===== config.mk =====
export PLATFORM = sky130hd
export DESIGN_NAME = store_rmw_sequencer
export DESIGN_NICKNAME = d
export VERILOG_FILES = /design/src/rtl/store_rmw_sequencer.sv
export SDC_FILE = /design/constraint.sdc
export NUM_CORES = 1
export LEC_CHECK = 0
export CORE_MARGIN = 2
export CORE_UTILIZATION = 46
export CTS_CLUSTER_SIZE = 20
export DETAILED_ROUTE_END_ITERATION = 16
export PLACE_DENSITY = 0.84
export SYNTH_ARGS = -nofsm -noshare
export SYNTH_HDL_FRONTEND = slang
export SYNTH_SLANG_ARGS = --single-unit
export TNS_END_PERCENT = 10

===== constraint.sdc =====
create_clock -name i_clk -period 2.65 [get_ports i_clk]
set_input_delay 0.53 -clock i_clk [delete_from_list [all_inputs] [get_ports i_clk]]
set_output_delay 0.53 -clock i_clk [all_outputs]
set_load 0.005 [all_outputs]

===== src/rtl/store_rmw_sequencer.sv =====
// -----------------------------------------------------------------------------
// store_rmw_sequencer
//   Multicycle sequencer for the store-size merge path.
//     sw      : single memory write of the B operand, store-size control 01.
//     sh / sb : read-modify-write. Read the target word, load it into the MDR,
//               then write back the merged word with store-size control 10/11.
//   All outputs are registered. Each output is computed from the next state,
//   so it is valid in the same cycle that the FSM occupies that state.
//
// Optional feature (macro STORE_SEQ_MISALIGN_TRAP_EN):
//   A misaligned sw/sh is trapped on accept. The FSM goes IDLE -> DONE and
//   raises o_exc_misalign together with o_done. No memory strobe is issued.
//   Without the macro the o_exc_misalign port does not exist.
//
// Parameters:
//   ADDR_WIDTH      byte address width
//   MEM_RD_LATENCY  cycles from a mem_rd cycle to read data valid (>= 1)
//
// Ports:
//   i_clk          system clock, rising edge
//   i_reset        asynchronous, active-high reset
//   i_start        store request, sampled only in IDLE
//   i_store_type   01 sw, 10 sh, 11 sb, 00 none; sampled with i_start
//   i_addr         store address; sampled with i_start
//   o_busy         high in every state except IDLE
//   o_done         one-cycle store-complete pulse
//   o_mem_addr     latched store address
//   o_mem_rd       memory read strobe
//   o_mem_wr       memory write strobe
//   o_mdr_load     memory data register load enable
//   o_ss_control   store-size select, latched type while busy, 00 in IDLE
//   o_exc_misalign misaligned-store exception pulse (macro builds only)
// -----------------------------------------------------------------------------
module store_rmw_sequencer #(
  parameter int ADDR_WIDTH     = 32,
  parameter int MEM_RD_LATENCY = 1
) (
  input  logic                  i_clk,
  input  logic                  i_reset,
  input  logic                  i_start,
  input  logic [1:0]            i_store_type,
  input  logic [ADDR_WIDTH-1:0] i_addr,
  output logic                  o_busy,
  output logic                  o_done,
  output logic [ADDR_WIDTH-1:0] o_mem_addr,
  output logic                  o_mem_rd,
  output logic                  o_mem_wr,
  output logic                  o_mdr_load,
  output logic [1:0]            o_ss_control
`ifdef STORE_SEQ_MISALIGN_TRAP_EN
  ,
  output logic                  o_exc_misalign
`endif
);

  localparam logic [2:0] S_IDLE  = 3'd0;
  localparam logic [2:0] S_READ  = 3'd1;
  localparam logic [2:0] S_WAIT  = 3'd2;
  localparam logic [2:0] S_LATCH = 3'd3;
  localparam logic [2:0] S_WRITE = 3'd4;
  localparam logic [2:0] S_DONE  = 3'd5;

  // Counter only has to hold MEM_RD_LATENCY-1; keep at least one bit.
  localparam int               CNT_W    = (MEM_RD_LATENCY > 1) ? $clog2(MEM_RD_LATENCY) : 1;
  localparam logic [CNT_W-1:0] CNT_INIT = CNT_W'(MEM_RD_LATENCY - 1);
  localparam logic [CNT_W-1:0] CNT_ONE  = CNT_W'(1);
  localparam logic [CNT_W-1:0] CNT_ZERO = CNT_W'(0);

  logic [2:0]            r_state;
  logic [CNT_W-1:0]      r_cnt;
  logic [1:0]            r_type;
  logic [ADDR_WIDTH-1:0] r_mem_addr;
  logic                  r_busy;
  logic                  r_done;
  logic                  r_mem_rd;
  logic                  r_mem_wr;
  logic                  r_mdr_load;
  logic [1:0]            r_ss_control;
  logic                  r_exc;

  logic       w_accept;
  logic       w_misalign;
  logic [2:0] w_next_state;
  logic [1:0] w_type_next;
  logic       w_exc_next;

  // Accept decode and misalignment classification of the incoming store.
  always_comb begin
    w_accept = (r_state == S_IDLE) && i_start && (i_store_type != 2'b00);
`ifdef STORE_SEQ_MISALIGN_TRAP_EN
    w_misalign = ((i_store_type == 2'b01) && (i_addr[1:0] != 2'b00)) ||
                 ((i_store_type == 2'b10) && i_addr[0]);
`else
    w_misalign = 1'b0;
`endif
    if (w_accept) begin
      w_type_next = i_store_type;
    end else begin
      w_type_next = r_type;
    end
  end

  // Next-state logic; the exception flag is only raised on a trapped accept.
  always_comb begin
    w_next_state = r_state;
    w_exc_next   = 1'b0;
    case (r_state)
      S_IDLE: begin
        if (w_accept) begin
          if (w_misalign) begin
            w_next_state = S_DONE;
            w_exc_next   = 1'b1;
          end else if (i_store_type == 2'b01) begin
            w_next_state = S_WRITE;
          end else begin
            w_next_state = S_READ;
          end
        end else begin
          w_next_state = S_IDLE;
        end
      end
      S_READ: begin
        if (CNT_INIT != CNT_ZERO) begin
          w_next_state = S_WAIT;
        end else begin
          w_next_state = S_LATCH;
        end
      end
      // Leave WAIT on the cycle the counter decrements to zero.
      S_WAIT: begin
        if (r_cnt <= CNT_ONE) begin
          w_next_state = S_LATCH;
        end else begin
          w_next_state = S_WAIT;
        end
      end
      S_LATCH: w_next_state = S_WRITE;
      S_WRITE: w_next_state = S_DONE;
      S_DONE:  w_next_state = S_IDLE;
      default: w_next_state = S_IDLE;
    endcase
  end

  // State, latched transaction fields and read-latency counter.
  always_ff @(posedge i_clk or posedge i_reset) begin
    if (i_reset) begin
      r_state    <= S_IDLE;
      r_cnt      <= CNT_ZERO;
      r_type     <= 2'b00;
      r_mem_addr <= {ADDR_WIDTH{1'b0}};
    end else begin
      r_state <= w_next_state;
      r_type  <= w_type_next;
      if (w_accept) begin
        r_mem_addr <= i_addr;
      end
      if (r_state == S_READ) begin
        r_cnt <= CNT_INIT;
      end else if ((r_state == S_WAIT) && (r_cnt != CNT_ZERO)) begin
        r_cnt <= r_cnt - CNT_ONE;
      end
    end
  end

  // Registered outputs decoded from the next state so they align with it.
  always_ff @(posedge i_clk or posedge i_reset) begin
    if (i_reset) begin
      r_busy       <= 1'b0;
      r_done       <= 1'b0;
      r_mem_rd     <= 1'b0;
      r_mem_wr     <= 1'b0;
      r_mdr_load   <= 1'b0;
      r_ss_control <= 2'b00;
      r_exc        <= 1'b0;
    end else begin
      r_busy       <= (w_next_state != S_IDLE);
      r_done       <= (w_next_state == S_DONE);
      r_mem_rd     <= (w_next_state == S_READ);
      r_mem_wr     <= (w_next_state == S_WRITE);
      r_mdr_load   <= (w_next_state == S_LATCH);
      r_ss_control <= (w_next_state == S_IDLE) ? 2'b00 : w_type_next;
      r_exc        <= w_exc_next;
    end
  end

  assign o_busy       = r_busy;
  assign o_done       = r_done;
  assign o_mem_addr   = r_mem_addr;
  assign o_mem_rd     = r_mem_rd;
  assign o_mem_wr     = r_mem_wr;
  assign o_mdr_load   = r_mdr_load;
  assign o_ss_control = r_ss_control;
`ifdef STORE_SEQ_MISALIGN_TRAP_EN
  assign o_exc_misalign = r_exc;
`else
  logic w_unused;
  assign w_unused = r_exc;
`endif

endmodule


==> run metrics, run 1 <==
Die ar.=4580 µm²; Worst-Margin Slew=383 ps; final setup fails=0; Critical Path Source Type=flop; Routed Antenna Nets=0; Worst Setup SP=r_state[2]; period utilisation layout=73.3%; H-tree depth=2; CTS Sinks=44; fill cell count=261; dpl hpwl=2.97 mm; largest cells by area after synthesis=dfrtp_1 59%, mux2_4 24%, buf_12 3.2%; worst reg-to-reg setup slack=710 ps; max frequency=between 0.5 and 0.6 GHz; final wirelength=approximately 4 mm; CP Cell Sequence=nor3_4 > o211a_4 > buf_12 > mux2_4; chip width=~68 µm; Multi-input gate area=667 µm²; Setup Skew=about 4.8 ps; clk_lat worst skew=290 ps; Synth Area per Inst=16.4 µm²; setup TNS=0 ps; final net count=between 200 and 250; Via Count=1193; synth unique cells=25; clock slew at reported path FFs=80 ps; post-route insts no fill=243; worst vdd ir=0.000642 V; synth warn=0; initial antenna violation count=0; post-CTS setup buffer count=0; layout cell share with drive strength beyond 1=22.8%; Setup crit end kind=flop; clock period minus worst slack=slightly below 2000 ps; Seq cells post-synth=44; Leakage=1.18 nW; CTS root buf=clkbuf_8; wire per inst=16.5 µm; GRT Resource Usage Total=19.5%; Reg area=1100 µm²; status=finished clean; worst r2r src=r_state[2]; crit path max fanout=17; global-route wire length before repair=6.31 mm; PwrDens=1120 nW/µm²; Bufs on Longest Clock Path=2; critical path's largest stage delay=around 520 ps; Design Area, Final=2720 µm²; area grow syn2layout=45.8%; Overflow after GRT=0; Antenna diodes=0; vias in the first global route=1245; routability cong.=0.844; Initial Util=a little under half; Mapped Nets=151; Placed Cells=around 240; post-DR vias/cell=4.91; Slew Limit Fails=0; Detailed Route Iter0 Violations=48; register area share after synthesis=59.1%; 1st-pass router iterations=3; Hold Path Class=flop to flop; mapped cell area=between 1500 and 2000 µm²; cell area after placement=2630 µm²; Post-Synthesis Cells=114; io pins=76; HP Start=o_mem_addr[25]; largest net degree at the start of global routing=45; worst setup path category=flop to flop; Final Hold Fails=0; Power, Total=0.00304 W; CTS resizes=0; DRC=0; CORE AREA=3940 µm²; Critical Path AT=2120 ps; max_slew headroom=roughly three quarters; die height=slightly below 70 µm; IO buf count=75; unrepaired setup endpoints after global routing=no; Post-CTS Hold Fix Bufs=0; CTS tree=yes; CP max-delay cell=dfrtp_1; worst path required time=2820 ps; total CTS buffers=5; Row Count=23; max-cap viol count=0; top cell type's share of synthesized area=59.1%; post-synth top area cell=dfrtp_1
## metrics by stage
step	util [%]	setup slack, ps	hold slack, ps
3_3_place_gp	66.7	485	492
4_1_cts	69.0	712	517
3_5_place_dp	66.7	414	493
5_1_grt	69.0	627	531
6_report	69.0	708	511
2_1_floorplan	-	1090	466
## cell usage after synthesis
library cell   n
a21o_1         1
a21oi_1        2
a221oi_1       1
a31oi_1        1
and2_1         1
and3_2         1
and3b_1        1
buf_12         3
buf_6          1
clkbuf_1       1
clkbuf_8       1
dfrtp_1       44
inv_1          2
mux2_2         2
mux2_4        30
nand2_1        3
nand3_1        3
nor2_1         3
nor2b_1        1
nor3_4         1
o211a_4        1
o21a_1         1
o21ai_0        7
o31a_2         1
xnor2_1        1
## sequential cells by signal, indices dropped and copies added (netlist names)
register	cells
o_mem_addr	32
r_state	3
o_ss_control	2
r_type	2
o_busy	1
o_done	1
o_mdr_load	1
o_mem_rd	1
o_mem_wr	1
## logic make-up after synthesis
family	Yosys count	share of synthesized area, %
flops	44	59.1
mux	32	25.4
compound gates	15	5.50
simple gates	14	4.43
buf+inv	8	5.17
xor+xnor	1	0.470
## where the power goes
group          total, W  switching (W)  leakage, nW  internal, W
combinational   0.00139       0.000398        0.600     0.000988
clock          0.000421       0.000208       0.0455     0.000213
sequential      0.00123       0.000230        0.530      0.00100
total           0.00304       0.000837         1.18      0.00220
## per-layer routing
metal / routed length (µm) / vias up / track usage [%]
li1: - / 554 / -
met1: 1560 / 593 / 23.1
met2: 2170 / 35 / 33.2
met3: 189 / 11 / 5.67
met4: 102 / 0 / 7.65
met5: 0 / - / 0
## final cells by class
cell class | instances | share of cell area [%]
tap | 50 | 2.30
sequential | 44 | 40.5
clock buffer | 8 | 3.31
timing repair buffer | 77 | 29.1
inverter | 2 | 0.276
multi-input combinational | 62 | 24.5
## critical path, delay by kind of cell (launching register included)
family / cells / cell delay [ps]
DFF: 1 / 520
AOI/OAI and AO/OA: 1 / 430
and+or+nand+nor: 1 / 330
muxes: 1 / 310
buffers and inverters: 1 / 230
## path summary, 6_finish.rpt
kind                                   to  depth (start not counted)
max reg2reg                o_mem_addr[12]                          4
min reg2reg                o_mem_addr[25]                          1
max                        o_mem_addr[12]                          4
max in group asynchronous   o_mem_addr[2]                          3
min                        o_mem_addr[25]                          1
min in group asynchronous  o_mem_addr[19]                          3
## cells in the final DEF, fill, tap and decap left out, types with 2 or more instances in the layout
cell and n:
nand3_1 3, clkdlybuf4s50_1 75, a21oi_1 2, mux2_2 2
nor2_1 3, clkbuf_8 6, nand2_1 3, dfrtp_1 44
buf_12 2, mux2_4 30, clkbuf_1 2, o21ai_0 7
Power figures use the tool's default switching activity.
==> inputs of run 2 (changes only) <==
CORE_UTILIZATION = 42   (was 46)
PLACE_DENSITY = 0.77   (was 0.84)
clock period = 1.95 ns   (was 2.65 ns; I/O delays follow)
==> run metrics, run 2 (synthesis gave the netlist of run 1 again) <==
post-DR vias/cell=4.91; DRC=0; cell area after placement=about 2700 µm²; io pins=76; worst path required time=2140 ps; unrepaired setup endpoints after global routing=no; reg2reg path depth=4; Row Count=24; period utilisation layout=86.4%; CTS Sinks=44; Setup crit end kind=flop; global-route wire length before repair=6.49 mm; clk_lat worst skew=300 ps; routability cong.=around 0.89; CORE AREA=approximately 4300 µm²; Leakage=approximately 1.2 nW; crit path max fanout=25; dpl hpwl=2.92 mm; worst vdd ir=0.000744 V; final net count=233; most frequent cells in the layout=75 x clkdlybuf4s50_1, 44 x dfrtp_1, 30 x mux2_4; Detailed Route Iter0 Violations=59; vias in the first global route=1253; hold_ws=412 ps; Slew Limit Fails=0; Post-CTS Hold Fix Bufs=0; area grow syn2layout=48.5%; total CTS buffers=5; Bufs on Longest Clock Path=2; CTS root buf=clkbuf_8; Antenna diodes=0; Die ar.=~5000 µm²; final wirelength=roughly 4 mm; Overflow after GRT=0; clock slew at reported path FFs=80 ps; initial antenna violation count=0; commonest non-fill, non-tap cell in the layout=clkdlybuf4s50_1; largest net degree at the start of global routing=26; IO buf count=75; Design Area, Final=2770 µm²; status=finished clean; max-cap viol count=0; wire per inst=16.0 µm; GRT Resource Usage Total=16.9%; die height=70.6 µm; Critical Path Source Type=flop; max reg flops=32; max frequency=0.594 GHz; setup TNS=0 ps; final setup fails=0; Routed Antenna Nets=0; Via Count=1222; worst setup path category=flop to flop; layout cell share with drive strength beyond 1=24.9%; post-CTS setup buffer count=0; CTS resizes=0; Initial Util=roughly 43%; clock period minus worst slack=1680 ps; Worst-Margin Slew=662 ps; Setup Skew=10.1 ps; max_slew headroom=55.6%; CTS tree=yes; 1st-pass router iterations=4; H-tree depth=2; Final Hold Fails=0; worst reg-to-reg setup slack=between 200 and 300 ps; Critical Path AT=1880 ps; PwrDens=1530 nW/µm²; Hold Path Class=input port to async pin; chip width=70.6 µm
run 2: layer usage:
layer	wire length (µm)	part of all wire [%]	track usage (%)
met5	0	0	0
met4	55	1.4	5.66
met3	300	7.5	5.56
met2	1950	49	27.1
met1	1680	42	21.9
run 2: path summary, 6_finish.rpt:
path / startpoint / endpoint
max: r_state[0] / o_mem_addr[17]
min: i_reset / o_mem_addr[11]
max reg2reg: r_state[0] / o_mem_addr[17]
min reg2reg: o_mem_addr[6] / o_mem_addr[6]
max in group asynchronous: i_reset / o_mem_addr[27]
min in group i_clk: o_mem_addr[6] / o_mem_addr[6]
run 2: worst max-delay path, cell delays in order, from the launching register on:
cell,delay (ps)
dfrtp_1,490
nor3_4,290
o211a_4,220
buf_12,210
mux2_2,360
run 2: area by class of cell:
cell class	count	area, µm²
Clock buffer	6	72.6
Tap cell	52	65.1
Clock inverter	2	35.0
Multi-Input combinational cell	62	667
Sequential cell	44	1100
Inverter	2	7.51
Fill cell	323	1560
Timing Repair Buffer	81	821
run 2: power breakdown:
group          leakage (nW)  switching, W  internal (W)
clock network        0.0552      0.000302      0.000380
registers             0.530      0.000288       0.00136
logic                 0.620      0.000555       0.00136
run 2: stage by stage:
step                instances  setup slack, ps  utilization (%)  total power, W
floorplan                 114              438                -         0.00261
global placement          241              131             61.5         0.00353
detailed placement        241             74.3             61.5         0.00359
CTS                       249              260             64.0         0.00429
global route              249              197             64.0         0.00449
finish                    249              266             64.0         0.00425
==> inputs of run 3 (changes only) <==
CORE_MARGIN = unset   (was 2)
SLEW_MARGIN = 10   (was unset)
==> run metrics, run 3 (synthesis gave the netlist of run 1 again) <==
status=finished clean; clock period minus worst slack=1730 ps; post-route insts no fill=245; Overflow after GRT=0; Setup crit end kind=flop; wire per inst=17.1 µm; 1st-pass router iterations=6; GRT Resource Usage Total=a little under a fifth; total CTS buffers=5; max frequency=0.579 GHz; chip width=68.6 µm; Critical Path Source Type=flop; critical path's largest stage delay=about 510 ps; unrepaired setup endpoints after global routing=no; Slew Limit Fails=0; Bufs on Longest Clock Path=2; max-cap viol count=0; Initial Util=45.0%; Power, Total=0.00428 W; CTS root buf=clkbuf_8; final wirelength=approximately 4.2 mm; dpl ws=113 ps; H-tree depth=2; Placed Cells=237; Worst-Margin Slew=519 ps; commonest non-fill, non-tap cell in the layout=clkdlybuf4s50_1; Routed Antenna Nets=0; period utilisation layout=between 80% and 90%; crit path max fanout=20; max reg flops=32; DRC=0; worst vdd ir=0.000557 V; final setup fails=0; Hold Path Class=input port to async pin; worst setup path category=flop to flop; worst setup margin=approximately 220 ps; PwrDens=between 1500 and 2000 nW/µm²; Crit path max-delay family=flip-flops; Setup Skew=5.98 ps; global-route wire length before repair=6.20 mm; CP max-delay cell=dfrtp_1; Row Count=23; io pins=76; dpl hpwl=3.13 mm; Critical Path AT=1910 ps; WP buf/inv=1; hold_ws=~370 ps; CTS resizes=0; CTS tree=yes; initial antenna violation count=0; CTS Sinks=44; Final Hold Fails=0; clock slew at reported path FFs=80 ps; post-DR vias/cell=around 5; area grow syn2layout=48.5%; post-CTS setup buffer count=0; worst path required time=2130 ps; Die ar.=4710 µm²; Via Count=approximately 1200; largest net degree at the start of global routing=32; max_slew headroom=between 60% and 70%; setup TNS=0 ps; Detailed Route Iter0 Violations=47; die height=68.6 µm; CORE AREA=4140 µm²; clk_lat worst skew=300 ps; CP Cell Sequence=nor3_4 > o211a_4 > buf_12 > mux2_4; Leakage=1.20 nW; final net count=231; layout cell share with drive strength beyond 1=24.6%; Antenna diodes=0; vias in the first global route=1185; Post-CTS Hold Fix Bufs=0; most frequent cells in the layout=75 x clkdlybuf4s50_1, 44 x dfrtp_1, 30 x mux2_4; routability cong.=~0.84; IO buf count=75
==> run 3: cell count changes in the layout (fill, tap and decap cells not counted) <==
cell        before  now
clkbuf_1         1    0
buf_12           2    3
buf_4            4    1
clkinvlp_4       0    1
==> run 3: path summary, 6_finish.rpt <==
kind,start,to,slack [ps],cells past startpoint
worst max-delay path,r_state[2],o_mem_addr[26],220,4
worst min-delay path,i_reset,o_mem_addr[11],370,2
worst max register to register,r_state[2],o_mem_addr[26],220,4
worst min register to register,o_mem_addr[16],o_mem_addr[16],510,1
max in group asynchronous,i_reset,o_mem_addr[0],1090,3
min in group i_clk,o_mem_addr[16],o_mem_addr[16],510,1
==> run 3: power breakdown <==
group | total, W | switching (W) | internal (W) | leakage [nW]
Sequential | 0.00167 | 0.000314 | 0.00136 | 0.530
Combinational | 0.00192 | 0.000558 | 0.00136 | 0.613
Clock | 0.000687 | 0.000308 | 0.000379 | 0.0541
Total | 0.00428 | 0.00118 | 0.00310 | 1.20
==> run 3: routing by layer <==
| metal | global-route usage [%] | routed length, µm | vias up |
|---|---|---|---|
| met5 | 0 | 0 | - |
| met4 | 7.03 | 67 | 0 |
| met3 | 6.09 | 279 | 7 |
| met2 | 31.6 | 2200 | 42 |
| met1 | 23.2 | 1640 | 589 |
| li1 | - | - | 557 |
==> run 3: layout make-up <==
class | count | area, µm²
fill | 295 | 1380
sequential | 44 | 1100
timing repair buffer | 79 | 818
multi-input combinational | 62 | 667
clock buffer | 5 | 68.8
tap | 50 | 62.6
clock inverter | 3 | 42.5
inverter | 2 | 7.51
==> run 3: per-stage QoR <==
stage                     cell area (µm²)  util [%]
after floorplan                      1860         -
after global placement               2660      64.1
after detailed placement             2660      64.1
after CTS                            2770      66.8
after global routing                 2770      66.8
final                                2770      66.8
==> edit, RTL diff (config.mk and constraints of run 2) <==
The option `STORE_SEQ_MISALIGN_TRAP_EN` is turned on by a define.
--- a/src/rtl/store_rmw_sequencer.sv
+++ b/src/rtl/store_rmw_sequencer.sv
@@ -31,6 +31,8 @@
 //   o_ss_control   store-size select, latched type while busy, 00 in IDLE
 //   o_exc_misalign misaligned-store exception pulse (macro builds only)
 // -----------------------------------------------------------------------------
+`define STORE_SEQ_MISALIGN_TRAP_EN
+
 module store_rmw_sequencer #(
   parameter int ADDR_WIDTH     = 32,
   parameter int MEM_RD_LATENCY = 1
Formal check against the unedited RTL (old outputs only; new: o_exc_misalign): not equivalent (Yosys sat finds a counterexample within 4 cycles, from zero or initial values and one cycle with i_reset high).
==> edit against run 2 <==
Critical path depth unchanged. Sequential cell count up 1. Setup slack lost 0.0053 ns. Power is 1.2% lower. Wire length grew 2.6%. Design area increased by 2.1%. Synthesized area rose by 3.4%. Clock power down 18%.
==> edit: results (changes against run 2) <==
run_status:
  outcome: "finished clean"  # unchanged
power:
  p_per_area_mw_per_mm2: 1484  # was 1533 mW/mm²
  switching_share_pct: 27.12  # was 26.98%
  p_seq_share_pct: 40.2  # was 38.8%
  ir_worst_vdd_v: 0.0006855  # was 0.0007441 V
finish:
  fin_nets: 239  # was 233
  instances_no_fill: 254  # was 249
setup_path:
  crit_family: "simple AND/OR/NAND/NOR gates"  # was flip-flops
  cp_max_fo: 15  # was 25
  r2r_start: "r_state[2]$_DFF_PP0_"  # was r_state[0]$_DFF_PP0_
  worstPathArrival_ns: 1.85  # was 1.88 ns
  r2r_end: "o_mem_addr[10]$_DFFE_PP0N_"  # was o_mem_addr[17]$_DFFE_PP0N_
global_routing:
  track_usage_pct: 17.40  # was 16.94%
  met1_usage_pct: 21.84  # was 21.94%
timing:
  min_period_ns: 1.689  # was 1.684 ns
  clock-skew-final_ns: 0.005100  # was 0.01011 ns
  worst_pin_slew_ns: 0.3916  # was 0.6621 ns
placement:
  dp_hpwl_um: 3025  # was 2922 µm
  gp_congestion: 0.8259  # was 0.8883
  post-place-ws_ns: 0.02786  # was 0.07430 ns
detailed_routing:
  dr_wl_met2_um: 2007  # was 1953 µm
  vias: 1205  # was 1222
  wl_per_cell_um: 16.12  # was 16.03 µm
  met3_length_um: 301  # was 300 µm
synth:
  post_synth.cell_area_avg_um2: 16.19  # was 16.35 µm²
  synth_nets: 156  # was 151
  synthTopCellsByCount: "dfrtp_1, mux2_4, nor2_1"  # was dfrtp_1, mux2_4, o21ai_0
clock_tree:
  clock_latency_ns: 0.28  # was 0.30 ns
edit: kinds of logic after synthesis:
logic type / count (synthesis) / synth area share, %
multiplexers: 34 / 25.71
buffers and inverters: 9 / 5.715
flip-flops: 45 / 58.44
AND/OR/NAND/NOR: 16 / 4.740
XOR/XNOR: 1 / 0.4546
AO/OA/AOI/OAI: 14 / 4.935
edit: final cells by class:
| class | instances | area [µm²] |
|---|---|---|
| multi-input cells | 65 | 690.7 |
| clock buffers | 7 | 86.33 |
| repair buffers | 83 | 850.8 |
| fillers | 318 | 1558 |
| inverters | 2 | 7.507 |
| well taps | 52 | 65.06 |
| flip-flops and latches | 45 | 1126 |
edit: per-stage QoR:
step / hold WS [ns] / cell area [µm²]
5_1_grt: 0.4604 / 2826
6_report: 0.4570 / 2826
3_3_place_gp: 0.4948 / 2740
4_1_cts: 0.4552 / 2826
2_1_floorplan: 0.5049 / 1927
3_5_place_dp: 0.4948 / 2740
